[config.mk]
export PLATFORM = sky130hd
export DESIGN_NAME = mux42_scan
export DESIGN_NICKNAME = d
export VERILOG_FILES = /design/src/rtl/mux42_pkg.sv /design/src/rtl/mux42_rr_next.sv /design/src/rtl/mux42_scan.sv
export SDC_FILE = /design/constraint.sdc
export NUM_CORES = 1
export LEC_CHECK = 0
export BUFFER_PORTS_ARGS = -buffer_cell sky130_fd_sc_hd__buf_2
export CELL_PAD_IN_SITES_DETAIL_PLACEMENT = 1
export CELL_PAD_IN_SITES_GLOBAL_PLACEMENT = 2
export CORE_ASPECT_RATIO = 1.75
export CORE_MARGIN = 5
export CORE_UTILIZATION = 35
export DETAILED_ROUTE_END_ITERATION = 10
export GPL_TIMING_DRIVEN = 1
export PLACE_DENSITY_LB_ADDON = 0.1
export SYNTH_ARGS = -nofsm -noshare
export SYNTH_HDL_FRONTEND = slang
export SYNTH_SLANG_ARGS = --single-unit
[constraint.sdc]
create_clock -name clk -period 2.1 [get_ports clk]
set_input_delay 0.315 -clock clk [delete_from_list [all_inputs] [get_ports clk]]
set_output_delay 0.315 -clock clk [all_outputs]
set_load 0.005 [all_outputs]
[src/rtl/mux42_pkg.sv]
// Shared types for the mux42 scanner: channel count, channel index width,
// FSM state encoding and a highest-enabled-channel helper.
package mux42_pkg;

    localparam int N_CH = 4;
    localparam int CH_W = 2;

    typedef logic [CH_W-1:0] ch_t;

    typedef enum logic [1:0] {
        ST_IDLE    = 2'd0,
        ST_DWELL   = 2'd1,
        ST_CAPTURE = 2'd2
    } state_e;

    function automatic ch_t highest_ch(input logic [N_CH-1:0] mask);
        ch_t h = '0;
        for (int i = 0; i < N_CH; i++) begin
            if (mask[i]) h = ch_t'(i);
        end
        return h;
    endfunction

endpackage

[src/rtl/mux42_rr_next.sv]
// Round-robin search: first channel set in mask at or after start, wrapping 3->0.
module mux42_rr_next
    import mux42_pkg::*;
(
    input  ch_t             start,
    input  logic [N_CH-1:0] mask,
    output ch_t             idx,
    output logic            found
);

    // Walk offsets from farthest to nearest so the nearest hit wins.
    always_comb begin
        idx   = start;
        found = 1'b0;
        for (int i = N_CH - 1; i >= 0; i--) begin
            if (mask[start + ch_t'(i)]) begin
                idx   = start + ch_t'(i);
                found = 1'b1;
            end
        end
    end

endmodule

[src/rtl/mux42_scan.sv]
// Scans an external 4:1 mux: dwells on each enabled channel, then captures
// mux_f into that channel's slot of sample. All outputs are registered.
module mux42_scan
    import mux42_pkg::*;
#(
    parameter int DWELL  = 4,
    parameter int DATA_W = 2
) (
    input  logic                   clk,
    input  logic                   rst,
    input  logic                   en,
    input  logic [N_CH-1:0]        ch_mask,
    input  logic [DATA_W-1:0]      mux_f,
    output logic [CH_W-1:0]        sel,
    output logic [N_CH*DATA_W-1:0] sample,
    output logic                   sample_vld,
    output logic                   sweep_done,
    output logic                   busy
);

    localparam logic [7:0] CNT_LOAD = 8'(DWELL - 1);

    state_e                  state_q, state_d;
    ch_t                     sel_q, sel_d;
    ch_t                     ptr_q, ptr_d;
    logic [7:0]              cnt_q, cnt_d;
    logic [N_CH*DATA_W-1:0]  sample_q, sample_d;
    logic                    vld_q, vld_d;
    logic                    done_q, done_d;
    logic                    busy_q, busy_d;

    ch_t  rr_start;
    ch_t  rr_idx;
    logic rr_found;

    // IDLE resumes at ptr; DWELL aborts and CAPTURE advance search past sel.
    assign rr_start = (state_q == ST_IDLE) ? ptr_q : sel_q + ch_t'(1);

    mux42_rr_next u_rr_next (
        .start (rr_start),
        .mask  (ch_mask),
        .idx   (rr_idx),
        .found (rr_found)
    );

    // NOTE: sequential state uses non-blocking assignments so every flop
    // samples the pre-edge value of its neighbours.
    always_ff @(posedge clk or negedge rst) begin
        if (!rst) state_q <= ST_IDLE;
        else      state_q <= state_d;
    end

    // NOTE: every variable gets a default first so no path infers a latch.
    always_comb begin
        state_d = state_q;
        case (state_q)
            ST_IDLE: begin
                if (en && rr_found) state_d = ST_DWELL;
            end
            ST_DWELL: begin
                if (!en)                  state_d = ST_IDLE;
                else if (!ch_mask[sel_q]) state_d = rr_found ? ST_DWELL : ST_IDLE;
                else if (cnt_q == '0)     state_d = ST_CAPTURE;
            end
            ST_CAPTURE: begin
                state_d = (en && rr_found) ? ST_DWELL : ST_IDLE;
            end
            default: state_d = ST_IDLE;
        endcase
    end

    always_comb begin
        sel_d    = sel_q;
        ptr_d    = ptr_q;
        cnt_d    = cnt_q;
        sample_d = sample_q;
        vld_d    = 1'b0;
        done_d   = 1'b0;
        busy_d   = (state_d != ST_IDLE);
        case (state_q)
            ST_IDLE: begin
                if (state_d == ST_DWELL) begin
                    sel_d = rr_idx;
                    cnt_d = CNT_LOAD;
                end
            end
            ST_DWELL: begin
                if (state_d == ST_DWELL) begin
                    if (!ch_mask[sel_q]) begin
                        sel_d = rr_idx;
                        cnt_d = CNT_LOAD;
                    end else begin
                        cnt_d = cnt_q - 8'd1;
                    end
                end
            end
            ST_CAPTURE: begin
                sample_d[int'(sel_q)*DATA_W +: DATA_W] = mux_f;
                vld_d  = 1'b1;
                done_d = ch_mask[sel_q] && (sel_q == highest_ch(ch_mask));
                ptr_d  = sel_q + ch_t'(1);
                if (state_d == ST_DWELL) begin
                    sel_d = rr_idx;
                    cnt_d = CNT_LOAD;
                end
            end
            default: ;
        endcase
    end

    // NOTE: the sample register is plain flops, so it is reset like any other state.
    always_ff @(posedge clk or negedge rst) begin
        if (!rst) begin
            sel_q    <= '0;
            ptr_q    <= '0;
            cnt_q    <= CNT_LOAD;
            sample_q <= '0;
            vld_q    <= 1'b0;
            done_q   <= 1'b0;
            busy_q   <= 1'b0;
        end else begin
            sel_q    <= sel_d;
            ptr_q    <= ptr_d;
            cnt_q    <= cnt_d;
            sample_q <= sample_d;
            vld_q    <= vld_d;
            done_q   <= done_d;
            busy_q   <= busy_d;
        end
    end

    assign sel        = sel_q;
    assign sample     = sample_q;
    assign sample_vld = vld_q;
    assign sweep_done = done_q;
    assign busy       = busy_q;

endmodule
==> results.md, run 1 <==
* Crit path time final at 1.99 ns
* Worst-path cell with the longest stage delay: dfstp_2
* Initial antenna violation count at 0
* Port Buf Inserts at 21
* PwrDens at 1030 nW/um2
* Number of distinct library cells after synthesis at 44
* Top_reg_cell synth: dfrtp_1
* CP startpoint kind: flop
* Gr ovfl total at 0
* Ant diodes at 0
* Worst Hold Margin at 0.0172 ns
* Placed insts at 206
* Max Cap Viol at 0
* Leakage at 0.786 nW
* GP Congestion at 0.814
* Final core utilization at 43.2%
* Final Power at 1.71 mW
* Critical Path AT at 2.17 ns
* CP peak stage delay at 0.54 ns
* Vias in the first global route at 1289
* Via Count at 1116
* Status: finished, final reports clean
* Worst path top cell family by delay: simple AND/OR/NAND/NOR gates
* Crit path kind: reg -> reg
* TritonCTS Sinks at 25
* Worst EP required at 2.28 ns
* Area occupied by multi-input gates at 676 um2
* Post-synthesis sequential area ratio at 46.4%
* CP cell instances: inv_1 > ha_2 > nor4b_1 > buf_4 > nand3b_1 > nor3b_4 > nor2b_4 > buf_12 > a21o_2
* Worst setup EP type: flop
* Reg area at 629 um2
* Total routed wirelength at 3.48 mm
* Filler cells at 460
* Synth warn at 0
* Share of cells above drive strength 1 at 31.5%
* Vias per std cell at 5.24
* Initial DRC count at 6
* Syn_area_per_cell at 10.3 um2
* Synth Register Bits at 25
* Peak VDD IR at 553 uV
* Gr usage total at 15.1%
* Die area at 5260 um2
* DR WL/cell at 16.3 um
* Final setup TNS at 0 ns
* Clk_skew at 0.00406 ns
* IO Count at 22
* Worst Hold Class: in -> async
* Num CTS Buffers at 3
* Clk slew on worst S/H paths at 0.09 ns
* Number of flops mapped to enable cells by yosys at 0
* RSZ-0062 raised after global routing: yes
* Max Clk Rate at 503 MHz
* Synth async-reset ratio at 100%
* Synthesized Nets at 146
* # DRC at 0
* H-Tree Depth at 1
* Part of the cycle the worst path needs at 94.6%
* Clk Latency, worst-skew pair at 0.28 ns
* CTS tree: done
* Setup violators final at 0
* Hpwl dp at 2.86 mm
* Cell Area, Synth at 1350 um2
* Cells after synthesis at 131
* Pin count of the biggest net entering global routing at 26
* Buf/Inv on CP at 3
* Row count at 30
* Die Y at 92.3 um
* Relative slew slack at 62.1%
* Worst-path fanout max at 5
* Non-Filler Instances at 213
* Final Max Tran Viols at 0
* First-pass GRT wire length at 6.07 mm
* Synth-to-Final Area Change at 22.2%
* Worst slew pin tran at 0.568 ns
* Fin nets at 181
* Core Area at 3830 um2
* Pre-Repair DR Iteration Count at 3
* ANT nets after route at 0
* Root Driver: clkbuf_8
* Clock buffer depth at 2
* Die X at 57.0 um
* # hold bufs at CTS at 0
* Starting Density at 35.4%
* Final Hold Vio Count at 0
[routing by layer]
layer	vias to the layer above	global-route usage [%]	routed length (um)
met1	548	13.5	1130
met4	0	7.74	113
met3	10	1.83	86
met2	18	30.7	2150
li1	540	-	-
met5	-	0	0
[sequential cells by signal, indices dropped and copies added, names as in the netlist]
| name | flops |
|---|---|
| sel | 2 |
| busy | 1 |
| sample_vld | 1 |
| ptr_q | 2 |
| cnt_q | 8 |
| state_q | 2 |
| sweep_done | 1 |
| sample | 8 |
[per-stage QoR]
stage / area [um2] / setup WS [ns]
2_1_floorplan: 1350 / 0.150
6_report: 1650 / 0.113
3_3_place_gp: 1560 / 0.0877
5_1_grt: 1650 / -0.00803
3_5_place_dp: 1560 / 0.0343
4_1_cts: 1610 / 0.0201
[cell type report]
type	count	area share, %
clock inverters	1	0.454
inverters	7	1.74
flip-flops and latches	25	38.0
well taps	48	3.63
repair buffers	33	12.8
multi-input cells	96	40.8
clock buffers	3	2.50
[layout by cell type (no fill, tap or decap), types with 2 or more instances in the layout]
cell | Yosys | routed
dfrtp_1 | 23 | 22
buf_2 | 0 | 21
nand2_1 | 16 | 16
buf_4 | 0 | 10
nor2_1 | 7 | 7
a21oi_1 | 7 | 7
nand2b_1 | 6 | 6
o31ai_1 | 6 | 6
inv_1 | 6 | 5
ha_1 | 6 | 5
nor3_1 | 4 | 4
o21ai_0 | 4 | 4
mux2i_1 | 3 | 3
a22o_1 | 3 | 3
clkbuf_8 | 0 | 3
nor4b_1 | 2 | 2
o41ai_1 | 2 | 2
nor2b_1 | 2 | 2
and3_1 | 2 | 2
nor3b_1 | 2 | 2
mux2_2 | 2 | 2
dfstp_2 | 2 | 2
[Yosys cell counts (3+ instances only)]
master	instances	area (um2)
a21oi_1	7	35.0
a22o_1	3	26.3
dfrtp_1	23	576
ha_1	6	75.1
inv_1	6	22.5
mux2i_1	3	30.0
nand2_1	16	60.1
nand2b_1	6	37.5
nor2_1	7	26.3
nor3_1	4	20.0
o21ai_0	4	20.0
o31ai_1	6	45.0
[worst reg2reg max path, delay by kind of cell (launching register included)]
family	cells	cell delay (ns)
AOI/OAI and AO/OA	1	0.20
adders and majority gates	1	0.17
buffers and inverters	3	0.35
DFF	1	0.54
and+or+nand+nor	4	0.63
[path summary, 6_finish.rpt]
check	slack, ns	startpoint	cells after the start	end
max reg2reg	0.11	cnt_q[1]$_DFFE_PN1P_	9	cnt_q[6]$_DFFE_PN0P_
max	0.11	cnt_q[1]$_DFFE_PN1P_	9	cnt_q[6]$_DFFE_PN0P_
max in group asynchronous	1.67	rst	1	sel[0]$_DFFE_PN0P_
min in group clk	0.27	mux_f[1]	2	sample[1]$_DFFE_PN0P_
min	0.02	rst	1	sweep_done$_DFF_PN0_
min reg2reg	0.48	sample[5]$_DFFE_PN0P_	2	sample[5]$_DFFE_PN0P_
[report_power, final]
part           switching, mW  internal [mW]
Clock                  0.167          0.135
Combinational          0.387          0.354
Sequential            0.0923          0.573
[repair_timing]
item / CTS / global route
resized for setup: 0 / 6
setup endpoints to repair: 0 / 6
setup buffers: 0 / 3
[kinds of logic after synthesis]
family / Yosys count / share of synthesized area [%]
simple gates: 49 / 20.2
fa+ha+maj: 6 / 5.55
mux: 6 / 5.55
flops: 25 / 46.4
compound gates: 35 / 18.4
buf+inv: 10 / 3.88
(Power assumes the default switching activity.)
==> run 2: changes to the inputs <==
CORE_ASPECT_RATIO = unset   (was 1.75)
==> run 2 against run 1 <==
Net effect: first-iteration DRC count rose to 3.7 times the previous value; worst hold slack improved by 0.020 ns; via count shrank 2.1%; register-to-register slack is essentially flat; largest cell class unchanged; highest routed layer unchanged.
==> results.md, run 2 (same netlist as run 1, synthesis figures left out) <==
* Total routed wirelength at 3.16 mm (-9.1%)
* Crit path time final at 1.98 ns (-0.00378 ns)
* Post-route worst setup slack at 0.117 ns (+0.00378 ns)
* Worst Hold Class: in -> async
* CTS tree: done
* Fin nets at 178 (-1.7%)
* Reg area at 628 um2 (-0.20%)
* Relative slew slack at 62.2% (about the same)
* Final Power at 1.62 mW (-5.2%)
* Filler cells at 431 (-6.3%)
* Port Buf Inserts at 21 (unchanged)
* Initial antenna violation count at 0 (unchanged)
* Root Driver: clkbuf_8
* Gr ovfl total at 0 (unchanged)
* Core Area at 3720 um2 (-2.9%)
* Vias in the first global route at 1221 (-5.3%)
* CP startpoint kind: flop
* Area occupied by multi-input gates at 682 um2 (+0.93%)
* Clk_skew at 0.00455 ns (+0.000490 ns)
* Worst slew pin tran at 0.567 ns (-0.000816 ns)
* CP peak stage delay at 0.54 ns (about the same)
* Status: finished, final reports clean
* Synth-to-Final Area Change at 19.2%
* ANT nets after route at 0 (unchanged)
* Worst EP required at 2.25 ns (-0.03 ns)
* Sequential Power Share at 40.7% (+1.7 points)
* Setup violators final at 0 (unchanged)
* Commonest cells after routing, fill and taps aside: 23 x dfrtp_1, 21 x buf_2, 16 x nand2_1
* Die X at 72.2 um (+27%)
* Worst path top cell family by delay: simple AND/OR/NAND/NOR gates
* Leakage at 0.771 nW (-1.9%)
* Placed insts at 204 (-0.97%)
* Final Max Tran Viols at 0 (unchanged)
* Die Y at 72.2 um (-22%)
* Sw power at 0.602 mW (-6.8%)
* GP Congestion at 0.887 (+8.9%)
* Non-Filler Instances at 210 (-1.4%)
* Worst Hold Margin at 0.0372 ns (+0.0200 ns)
* Share of cells above drive strength 1 at 29.0% (-2.5 points)
* Post-Place Setup Slack at -0.0102 ns (-0.0445 ns)
* Hpwl dp at 2.49 mm (-13%)
* # hold bufs at CTS at 0 (unchanged)
* DR WL/cell at 15.1 um (-7.8%)
* Final Hold Vio Count at 0 (unchanged)
* Clk slew on worst S/H paths at 0.09 ns (about the same)
* Sw Share at 37.2% (-0.63 points)
* Ant diodes at 0 (unchanged)
* Clock Power Share at 17.3% (-0.4 points)
* Via Count at 1093 (-2.1%)
* Row count at 22 (-27%)
* Max Cap Viol at 0 (unchanged)
* Part of the cycle the worst path needs at 94.4% (-0.18 points)
* Max Clk Rate at 504 MHz (+0.19%)
* Most common cell after layout, fill and taps aside: dfrtp_1
* Peak VDD IR at 528 uV (-4.5%)
* Initial DRC count at 22 (+16)
* Crit path kind: reg -> reg
* Num CTS Buffers at 3 (unchanged)
* Combinational share of power at 42.0% (-1.3 points)
* H-Tree Depth at 1 (unchanged)
* Worst-path fanout max at 7 (+2)
* Clk Latency, worst-skew pair at 0.26 ns (-0.02 ns)
* Internal power at 1.02 mW (-4.3%)
* Gr usage total at 13.5% (-1.6 points)
* Pre-Repair DR Iteration Count at 3 (unchanged)
* CP cell instances: inv_1 > ha_2 > nor4b_2 > nand3b_1 > nor3b_4 > nor2b_4 > a221o_1
* Starting Density at 36.4% (+1.1 points)
* Crit Reg-Reg Startpoint: cnt_q[0]$_DFFE_PN1P_
* Crit. Startpoint: cnt_q[0]$_DFFE_PN1P_
* Worst setup EP type: flop
* First-pass GRT wire length at 5.58 mm (-8.2%)
* Critical Path AT at 2.13 ns (-0.04 ns)
* Pin count of the biggest net entering global routing at 26 (unchanged)
* Vias per std cell at 5.20 (-0.66%)
* Buf/Inv on CP at 1 (-2)
* Final core utilization at 43.4% (+0.23 points)
* Clock buffer depth at 2 (unchanged)
* Die area at 5210 um2 (-0.93%)
* PwrDens at 1000 nW/um2 (-2.9%)
* Worst-path cell with the longest stage delay: dfstp_2
* # DRC at 0 (unchanged)
* TritonCTS Sinks at 25 (unchanged)
* IO Count at 22 (unchanged)
run 2: path summary, 6_finish.rpt:
kind | endpoint | slack (ns) | depth (start not counted)
max in group asynchronous | cnt_q[0]$_DFFE_PN1P_ | 1.69 | 1
min | sample[6]$_DFFE_PN0P_ | 0.04 | 1
max | cnt_q[5]$_DFFE_PN0P_ | 0.12 | 7
max reg2reg | cnt_q[5]$_DFFE_PN0P_ | 0.12 | 7
min reg2reg | sample[6]$_DFFE_PN0P_ | 0.48 | 2
min in group clk | sample[0]$_DFFE_PN0P_ | 0.29 | 2
run 2: through the flow:
stage / cell area [um2] / TNS (ns)
after CTS: 1610 / 0
after detailed placement: 1550 / -0.0102
after global routing: 1610 / -0.00931
after floorplan: 1350 / 0
final: 1610 / 0
after global placement: 1550 / 0
run 2: power groups by stage:
stage	registers, mW	clock network, mW	logic, mW
after floorplan	0.651	0	0.453
after global placement	0.665	0	0.650
after detailed placement	0.667	0	0.676
after CTS	0.657	0.292	0.689
after global routing	0.675	0.322	0.766
final	0.659	0.280	0.680
run 2: final cells by class:
class	count	area share, %
Inverter	7	1.63
Tap cell	48	3.72
Timing Repair Buffer	30	10.7
Clock buffer	4	2.79
Multi-Input combinational cell	96	42.2
Sequential cell	25	38.9
run 2: worst register-to-register path, stage by stage (launching register included):
cell and delay [ns]:
dfstp_2 0.54, inv_1 0.06, ha_2 0.18, nor4b_2 0.17, nand3b_1 0.12, nor3b_4 0.37
nor2b_4 0.11, a221o_1 0.33
run 2: per-layer routing:
layer  global-route usage, %  share of wire [%]  vias up
li1                        -                  -      536
met1                    15.3                 41      537
met2                    25.3                 55       16
met3                    3.19                3.4        4
met4                    3.55                1.0        0
met5                       0                  0        -
run 2: timing repair:
item,in CTS,in global routing
buffers inserted,2,0
endpoints found under the setup margin,1,6
resized for setup,0,3
pin swaps,0,2
